$ cat config.mk
export PLATFORM = sky130hd
export DESIGN_NAME = fast_control_rx
export DESIGN_NICKNAME = d
export VERILOG_FILES = /design/src/rtl/fast_control_rx.sv
export SDC_FILE = /design/constraint.sdc
export NUM_CORES = 1
export LEC_CHECK = 0
export CAP_MARGIN = 5
export CORE_MARGIN = 2
export CORE_UTILIZATION = 48
export CTS_BUF_LIST = sky130_fd_sc_hd__clkbuf_8
export DETAILED_ROUTE_END_ITERATION = 8
export GPL_TIMING_DRIVEN = 1
export PLACE_DENSITY = 0.78
export SKIP_CTS_REPAIR_TIMING = 1
export SYNTH_ARGS = -nofsm -noshare
export SYNTH_HDL_FRONTEND = slang
export SYNTH_SLANG_ARGS = --single-unit
$ cat constraint.sdc
create_clock -name clk_bx -period 7.8 [get_ports clk_bx]
set_input_delay 1.95 -clock clk_bx [delete_from_list [all_inputs] [get_ports clk_bx]]
set_output_delay 1.95 -clock clk_bx [all_outputs]
set_load 0.005 [all_outputs]
$ cat src/rtl/fast_control_rx.sv
// fast_control_rx
//   Receive-side decoder for the Hamming(8,4)-protected fast-control stream.
//   Each BX carries one 16-bit word: [7:0] command byte, [15:8] aux byte.
//   Single-bit errors are corrected per byte; words with an uncorrectable
//   byte are dropped and flagged. Decoded commands become single-cycle
//   strobes, and a local BX counter is locked to the received BCRs.
//
// Ports
//   clk_bx          BX clock, one encoded word per cycle
//   reset           asynchronous, active-high reset
//   fc_stream_enc   encoded input word
//   orb_length      orbit length in BX (quasi-static)
//   cnt_clear       synchronous clear of the error counters
//   bcr, l1a, link_reset, buffer_clear   command strobes (3 cycles after input)
//   fc_aux          last good aux nibble
//   bx_id           local BX number, aligned with the strobes
//   locked          BX counter is locked to the BCR stream
//   dec_err         pulse for a word with an uncorrectable byte
//   n_corrected, n_uncorrectable, n_misalign   saturating error counters
module fast_control_rx #(
  parameter int LOCK_COUNT = 4,
  parameter int CNT_WIDTH  = 16
) (
  input  logic                 clk_bx,
  input  logic                 reset,
  input  logic [15:0]          fc_stream_enc,
  input  logic [11:0]          orb_length,
  input  logic                 cnt_clear,
  output logic                 bcr,
  output logic                 l1a,
  output logic                 link_reset,
  output logic                 buffer_clear,
  output logic [3:0]           fc_aux,
  output logic [11:0]          bx_id,
  output logic                 locked,
  output logic                 dec_err,
  output logic [CNT_WIDTH-1:0] n_corrected,
  output logic [CNT_WIDTH-1:0] n_uncorrectable,
  output logic [CNT_WIDTH-1:0] n_misalign
);

  localparam int GW = $clog2(LOCK_COUNT + 1) + 1;

  typedef enum logic [1:0] {
    ST_UNLOCKED = 2'd0,
    ST_LOCKING  = 2'd1,
    ST_LOCKED   = 2'd2
  } state_t;

  typedef struct packed {
    logic [3:0] data;
    logic       corrected;
    logic       uncorrectable;
  } dec_t;

  // Byte layout: e0 overall parity, e1 p1, e2 p2, e3 d0, e4 p3, e5 d1, e6 d2, e7 d3.
  // The syndrome is the bit position in error (0 = the overall parity bit),
  // valid only when the overall parity q also fails.
  function automatic dec_t hamming84_dec(input logic [7:0] e);
    logic [2:0] syn;
    logic       q;
    logic [7:0] fixed;
    dec_t       r;
    syn   = {e[4] ^ e[5] ^ e[6] ^ e[7],
             e[2] ^ e[3] ^ e[6] ^ e[7],
             e[1] ^ e[3] ^ e[5] ^ e[7]};
    q     = ^e;
    fixed = q ? (e ^ (8'b0000_0001 << syn)) : e;
    r.data          = {fixed[7], fixed[6], fixed[5], fixed[3]};
    r.corrected     = q;
    r.uncorrectable = ~q & (syn != 3'd0);
    return r;
  endfunction

  // Saturating add of 0..2 to an error counter.
  function automatic logic [CNT_WIDTH-1:0] sat_add(input logic [CNT_WIDTH-1:0] c,
                                                   input logic [1:0] inc);
    logic [CNT_WIDTH:0] sum;
    sum = {1'b0, c} + {{(CNT_WIDTH-1){1'b0}}, inc};
    return sum[CNT_WIDTH] ? {CNT_WIDTH{1'b1}} : sum[CNT_WIDTH-1:0];
  endfunction

  logic [15:0]   enc_r;
  logic [3:0]    cmd_r;
  logic [3:0]    aux_r;
  logic          uncorr_r;
  logic [1:0]    ncorr_r;
  state_t        state_r;
  state_t        state_nx_s;
  logic [GW-1:0] good_r;
  logic [GW-1:0] good_nx_s;
  logic          misalign_evt_s;
  logic [11:0]   bx_nx_s;
  logic          word_valid_s;
  logic          valid_bcr_s;
  logic          orb_ok_s;
  logic [11:0]   orb_last_s;
  logic          on_time_s;
  logic          wrap_s;
  dec_t          cmd_dec_s;
  dec_t          aux_dec_s;

  assign cmd_dec_s = hamming84_dec(enc_r[7:0]);
  assign aux_dec_s = hamming84_dec(enc_r[15:8]);

  // Stage 1 input register and stage 2 decode register.
  always_ff @(posedge clk_bx or posedge reset) begin
    if (reset) begin
      enc_r    <= 16'h0000;
      cmd_r    <= 4'h0;
      aux_r    <= 4'h0;
      uncorr_r <= 1'b0;
      ncorr_r  <= 2'd0;
    end else begin
      enc_r    <= fc_stream_enc;
      cmd_r    <= cmd_dec_s.data;
      aux_r    <= aux_dec_s.data;
      uncorr_r <= cmd_dec_s.uncorrectable | aux_dec_s.uncorrectable;
      ncorr_r  <= {1'b0, cmd_dec_s.corrected} + {1'b0, aux_dec_s.corrected};
    end
  end

  assign word_valid_s = ~uncorr_r;
  assign valid_bcr_s  = word_valid_s & cmd_r[0];
  assign orb_ok_s     = (orb_length >= 12'd2);
  assign orb_last_s   = orb_length - 12'd1;
  // bx_id here is the value of the previous word's cycle.
  assign on_time_s    = (bx_id == orb_last_s);
  // Using >= lets the counter recover if orb_length shrinks below bx_id.
  assign wrap_s       = (bx_id >= orb_last_s);

  // Next BX number: BCR re-zeroes, otherwise count and wrap at the orbit end.
  always_comb begin
    bx_nx_s = 12'd0;
    if (!orb_ok_s) begin
      bx_nx_s = 12'd0;
    end else if (valid_bcr_s || wrap_s) begin
      bx_nx_s = 12'd0;
    end else begin
      bx_nx_s = bx_id + 12'd1;
    end
  end

  // Lock state machine next-state logic.
  always_comb begin
    state_nx_s     = state_r;
    good_nx_s      = good_r;
    misalign_evt_s = 1'b0;
    case (state_r)
      ST_UNLOCKED: begin
        if (valid_bcr_s) begin
          state_nx_s = ST_LOCKING;
          good_nx_s  = GW'(1);
        end else begin
          good_nx_s  = GW'(0);
        end
      end
      ST_LOCKING: begin
        if (valid_bcr_s && on_time_s) begin
          good_nx_s = good_r + GW'(1);
          if (good_r + GW'(1) >= GW'(LOCK_COUNT)) begin
            state_nx_s = ST_LOCKED;
          end else begin
            state_nx_s = ST_LOCKING;
          end
        end else if (valid_bcr_s) begin
          good_nx_s = GW'(1);
        end else if (wrap_s) begin
          state_nx_s = ST_UNLOCKED;
          good_nx_s  = GW'(0);
        end else begin
          good_nx_s  = good_r;
        end
      end
      ST_LOCKED: begin
        if ((valid_bcr_s && !on_time_s) || (!valid_bcr_s && wrap_s)) begin
          misalign_evt_s = 1'b1;
          state_nx_s     = ST_UNLOCKED;
          good_nx_s      = GW'(0);
        end else begin
          state_nx_s     = ST_LOCKED;
        end
      end
      default: begin
        state_nx_s = ST_UNLOCKED;
        good_nx_s  = GW'(0);
      end
    endcase
    // A degenerate orbit length disables locking entirely.
    if (!orb_ok_s) begin
      state_nx_s     = ST_UNLOCKED;
      good_nx_s      = GW'(0);
      misalign_evt_s = 1'b0;
    end else begin
      misalign_evt_s = misalign_evt_s;
    end
  end

  // Stage 3: strobes, BX counter, lock state and error counters.
  always_ff @(posedge clk_bx or posedge reset) begin
    if (reset) begin
      bcr             <= 1'b0;
      l1a             <= 1'b0;
      link_reset      <= 1'b0;
      buffer_clear    <= 1'b0;
      fc_aux          <= 4'h0;
      bx_id           <= 12'd0;
      locked          <= 1'b0;
      dec_err         <= 1'b0;
      state_r         <= ST_UNLOCKED;
      good_r          <= {GW{1'b0}};
      n_corrected     <= {CNT_WIDTH{1'b0}};
      n_uncorrectable <= {CNT_WIDTH{1'b0}};
      n_misalign      <= {CNT_WIDTH{1'b0}};
    end else begin
      bcr          <= word_valid_s & cmd_r[0];
      l1a          <= word_valid_s & cmd_r[1];
      link_reset   <= word_valid_s & cmd_r[2];
      buffer_clear <= word_valid_s & cmd_r[3];
      fc_aux       <= word_valid_s ? aux_r : fc_aux;
      dec_err      <= uncorr_r;
      bx_id        <= bx_nx_s;
      state_r      <= state_nx_s;
      good_r       <= good_nx_s;
      locked       <= (state_nx_s == ST_LOCKED);
      if (cnt_clear) begin
        n_corrected     <= {CNT_WIDTH{1'b0}};
        n_uncorrectable <= {CNT_WIDTH{1'b0}};
        n_misalign      <= {CNT_WIDTH{1'b0}};
      end else begin
        n_corrected     <= sat_add(n_corrected, ncorr_r);
        n_uncorrectable <= sat_add(n_uncorrectable, {1'b0, uncorr_r});
        n_misalign      <= sat_add(n_misalign, {1'b0, misalign_evt_s});
      end
    end
  end

endmodule

* Word-level counts from Yosys, hierarchy flattened *
Index checks and enable logic that the tools add are counted.

word-level totals
  bits in registers = 103
  output and inout bits = 70
  word-level logic and storage cells = 107

cells by class
  add/sub/neg operators = 7
  magnitude comparators = 3
  equal/unequal tests = 6
  shift operators = 2
  multiplexer cells = 28
  bitwise gates (word level) = 30
  reduce and logical (&&, ||, !) cells = 13

operators by type and width
  operator               count
  $mux 16                6
  $add 16x1->17          2
  $mux 12                2
  $mux 4                 5
  $xor 1x1->1            18
  $add 16x2->17          1
  $mux 8                 2
  $reduce_xor 8->1       2
  $shl 1x3->8 const A    2
  $xor 8x8->8            2
  $mux 2                 7
  $add 12x1->12 const B  1
  $eq 12x12->1           1
  $ge 12x12->1           1
  $ge 12x2->1 const B    1
  $pmux 4 s3             1
  $sub 12x1->12 const B  1
  $and 1x1->1            6
  $pmux 2 s3             1
  $reduce_bool 3->1      2
  $ne 5x5->1 const B     1
  $add 4x1->4 const B    1
  $eq 2x2->1 const B     2
  $ge 4x3->1 const B     1
  other kinds (11)       20

* Logic depth before layout (Yosys ltp) *
  depth in word-level cells = 11
  mapped depth = 17
  mapped depth without buffers = 17

* Worst setup path before layout *
Ideal clock, no wire load.

  path kind = in2reg
  from = input port orb_length[5]
  to = register n_misalign[2]
  library setup time = 78 ps
  arrival time = 5827 ps
  required time = 7722 ps
  path slack = 1895 ps
  stages on the path = 17
  path buffers = 1
  cells stage by stage = or4_1 > nor2_1 > nand2_1 > or4_1 > xor2_1 > ha_1 > nand4_1 > a211oi_1 > a21oi_1 > a31oi_1 > and3_1 > ha_1 > nand3_1 > nor4_1 > nand2_1 > clkbuf_1 > a21oi_1

on the way
  longest elaborated chain between the ends = 11
  elaborated cells on any way between the ends = 14
  those cells by class = add/sub: 2; order compare: 2; eq/ne: 1; mux: 5; reduce/logical: 4

RTL lines
  item                                                                   line  source
  from (decl)                                                            27    input logic [11:0] orb_length,
  parallel branches: the longest is 7 deep, another holds $sub 12x1->12  n/a
  $mux 1 (*)                                                             190   if (!orb_ok_s) begin
  $add 16x1->17 (*)                                                      79    sum = {1'b0, c} + {{(CNT_WIDTH-1){1'b0}}, inc};
  $mux 16 (*)                                                            80    return sum[CNT_WIDTH] ? {CNT_WIDTH{1'b1}} : sum[CNT_WIDTH-1:0];
  $mux 16 (*)                                                            226   if (cnt_clear) begin
  to (signal assigned)                                                   214   n_misalign <= {CNT_WIDTH{1'b0}};
  to (signal assigned)                                                   229   n_misalign <= {CNT_WIDTH{1'b0}};
  to (signal assigned)                                                   233   n_misalign <= sat_add(n_misalign, {1'b0, misalign_evt_s});
  to (decl)                                                              39    output logic [CNT_WIDTH-1:0] n_misalign

Every way passes the cells marked *.
A chain may end at the register's enable or synchronous reset.

* Worst setup path after layout *
  from = input port orb_length[3]
  to = register n_misalign[4]

Same word-level chain as after synthesis.

==> summary.md <==
| Metric | Value |
|---|---|
| Final net count | approximately 660 |
| Grt ovf | 0 |
| Gate Count Post-Synth | a little over 500 |
| Crit start category | primary input |
| Register area share after synthesis | roughly 49% |
| Drt pass-1 iters | 4 |
| Inserted Clock Buffers | 9 |
| H-tree levels | 3 |
| Initial antenna violation count | 0 |
| Power Dens Cells | about 200 nW/um^2 |
| First-pass GRT wire length | about 17 mm |
| Critical Path RT | 8.07 ns |
| CP Buf/Inv Count | 1 |
| Fin util | between 60% and 70% |
| Die height | 108 um |
| Lkg Pwr | 2.82 nW |
| Rows | 38 |
| Post-Synth Simple-Gate Area | ~17% |
| Sinks on Clock Net | a little over 100 |
| CP startpoint | orb_length[3] |
| Setup TNS | 0 ns |
| Most frequent cells in the layout | 103 x dfrtp_1, 100 x clkdlybuf4s50_1, 51 x a21oi_1 |
| Post-synthesis adder-cell area fraction | 5.89% |
| Initial Util | around half |
| R2r startpoint | bx_id[6]$_DFF_PP0_ |
| Final setup violation count | 0 |
| Share of post-route cells with drive strength above 1 | 5.56% |
| Crit path DAT | a little under 7 ns |
| # DRC | 0 |
| Mapped Area | between 5000 and 6000 sq um |
| Clock skew | approximately 0.011 ns |
| Clk_lat worst skew | around 0.35 ns |
| CTS tree | yes |
| Achievable frequency | between 150 and 200 MHz |
| Area delta synth->final | 26.3% |
| Post-route ant nets | 0 |
| Final Hold Fails | 0 |
| HP Class | register to register |
| Layout filler cell count | between 900 and 1000 |
| Clock transition at path regs | ~0.090 ns |
| Crit path capture type | register |
| Yosys top cell area share | between 40% and 50% |
| Number of synthesized flops with an enable pin | 0 |
| Avg WL per Cell | between 10 and 15 um |
| Fraction of the cycle the final worst path needs | between 80 and 90% |
| Status | finished, final reports clean |
| Die area | around 12000 sq um |
| Post-Route WL | 10.5 mm |
| Clk buf depth | 2 |
| Worst Path Max Fanout | 11 |
| Max-slew violation count | 0 |
| Ys flop type | dfrtp_1 |
| Vias in the first global route | 3855 |
| Mux contribution to synthesized area | 2.42% |
| Routability-driven placement congestion ratio | between 0.8 and 0.9 |
| Synth area leader | dfrtp_1 |
| Max Cap Viol | 0 |
| Cells taking the most area after synthesis | dfrtp_1 49%, xnor2_1 7.0%, xor2_1 5.7% |
| Finished Layout Cells | 751 |
| Number of DRC markers in iteration 0 | about 150 |
| Netlist cell types | slightly below 50 |
| Pin count of the biggest net entering global routing | 57 |
| Main combinational cell family by area after synthesis | simple AND/OR/NAND/NOR gates |
| Die Span X | approximately 110 um |
| Mapped Nets | ~560 |
| Root Buffer | clkbuf_8 |
| Crit path kind | primary input to register |
| Commonest non-fill, non-tap cell in the layout | dfrtp_1 |
| CP Cell Sequence | clkdlybuf4s50_1 -> or4_1 -> nor2_1 -> nand2_1 -> or4_1 -> xor2_1 -> ha_1 -> nand4_1 -> a211oi_1 -> a21oi_1 -> a31oi_1 -> and3_1 -> ha_1 -> nand3_1 -> nor4_1 -> nand2_1 -> a21oi_1 |
| Slowest-stage cell, CP | nor4_1 |
| Vias per cell | about 5.3 |
| PortBufs | 100 |
| Slowest Stage Delay on Critical Path | 0.70 ns |
| DP HPWL | about 7.8 mm |
| CP delay by family, top | simple AND/OR/NAND/NOR gates |
| Top-Level Pins | around 100 |
| Yosys warns | 0 |
| Post-placement cell count | roughly 740 |
| RSZ-0062 raised after global routing | no |
| Synth async-reset ratio | between 90% and 100% |
| Diode count | 0 |
| Post-Synth XOR/XNOR Area | 13.2% |
| Worst min-delay path startpoint | cmd_r[1]$_DFF_PP0_ |
| Yosys reg bits | approximately 100 |
| Compound-Gate Fraction of Synth Area | approximately a tenth |
| Area of the core | ~11000 sq um |
| Slew @ Worst Pin | ~0.82 ns |
| Max IR drop VDD | 0.116 mV |
| Max-slew headroom | a little under half |
| Vias | between 3000 and 4000 |
| Avg Inst Size Synth | just over 10 sq um |
| GR Util All Layers | 18.7% |
| Tmin final | 6.64 ns |
[flip-flops by register name, summed over array words and instances (netlist names), 2 cells and up]
name and cells:
n_corrected 16, n_uncorrectable 16, good_r 4, ncorr_r 2
bx_id 12, enc_r 16, cmd_r 4, state_r 2
fc_aux 4, n_misalign 16, aux_r 4
[final cells by class]
cell class	instances	area (sq um)	area share [%]
clock buffer	10	138	2.09
sequential	103	2580	39.1
tap	140	175	2.65
timing repair buffer	102	1020	15.4
inverter	21	81.3	1.23
multi-input combinational	369	2520	38.2
clock inverter	6	91.3	1.38
[cells by family after synthesis]
| logic type | count (synthesis) |
|---|---|
| flops | 103 |
| buf+inv | 32 |
| simple gates | 171 |
| mux | 12 |
| xor+xnor | 77 |
| fa+ha+maj | 24 |
| compound gates | 85 |
[per-layer routing]
layer  GRT usage, %  wire, um  up-vias
met1           23.9      4560     1922
met5              0         0        -
met2           32.0      5480       71
li1               -         -     1964
met4           6.87       171        0
met3           3.01       296       10
[per-stage QoR]
step | hold slack (ns) | setup slack (ns) | area (sq um) | power [mW]
floorplan | 0.398 | 1.89 | 5230 | 0.829
global placement | 0.453 | 1.09 | 6370 | 0.965
detailed placement | 0.457 | 0.896 | 6370 | 0.977
CTS | 0.480 | 1.22 | 6600 | 1.35
global route | 0.500 | 0.743 | 6600 | 1.41
finish | 0.479 | 1.16 | 6600 | 1.34
[worst paths after layout]
kind                                            to  slack, ns  depth (start not counted)
setup / recovery           n_misalign[4]$_DFF_PP0_       1.16                         17
hold / removal                       l1a$_DFF_PP0_       0.48                          1
setup reg to reg           n_misalign[4]$_DFF_PP0_       4.10                         11
hold reg to reg                      l1a$_DFF_PP0_       0.48                          1
max in group asynchronous       bx_id[8]$_DFF_PP0_       4.69                          3
min in group asynchronous    good_r[2]$_DFFE_PP0P_       2.01                          2
[report_power, final]
part / total, mW / switching [mW] / internal, mW
Sequential: 0.649 / 0.0555 / 0.593
Combinational: 0.315 / 0.141 / 0.174
Clock: 0.371 / 0.179 / 0.192
Total: 1.34 / 0.376 / 0.960
[Yosys cell counts (5+ instances only)]
library cell	n
nand2_1	32
a31oi_1	5
mux2_2	5
xnor2_1	42
nor4_1	7
nor3_1	11
clkbuf_1	9
dfrtp_1	103
mux2i_1	7
nand4_1	12
nand3_1	24
xor2_1	34
and3_1	12
nor2_1	38
inv_1	21
a21oi_1	51
o21ai_0	10
ha_1	23
Power figures use the tool's default switching activity.
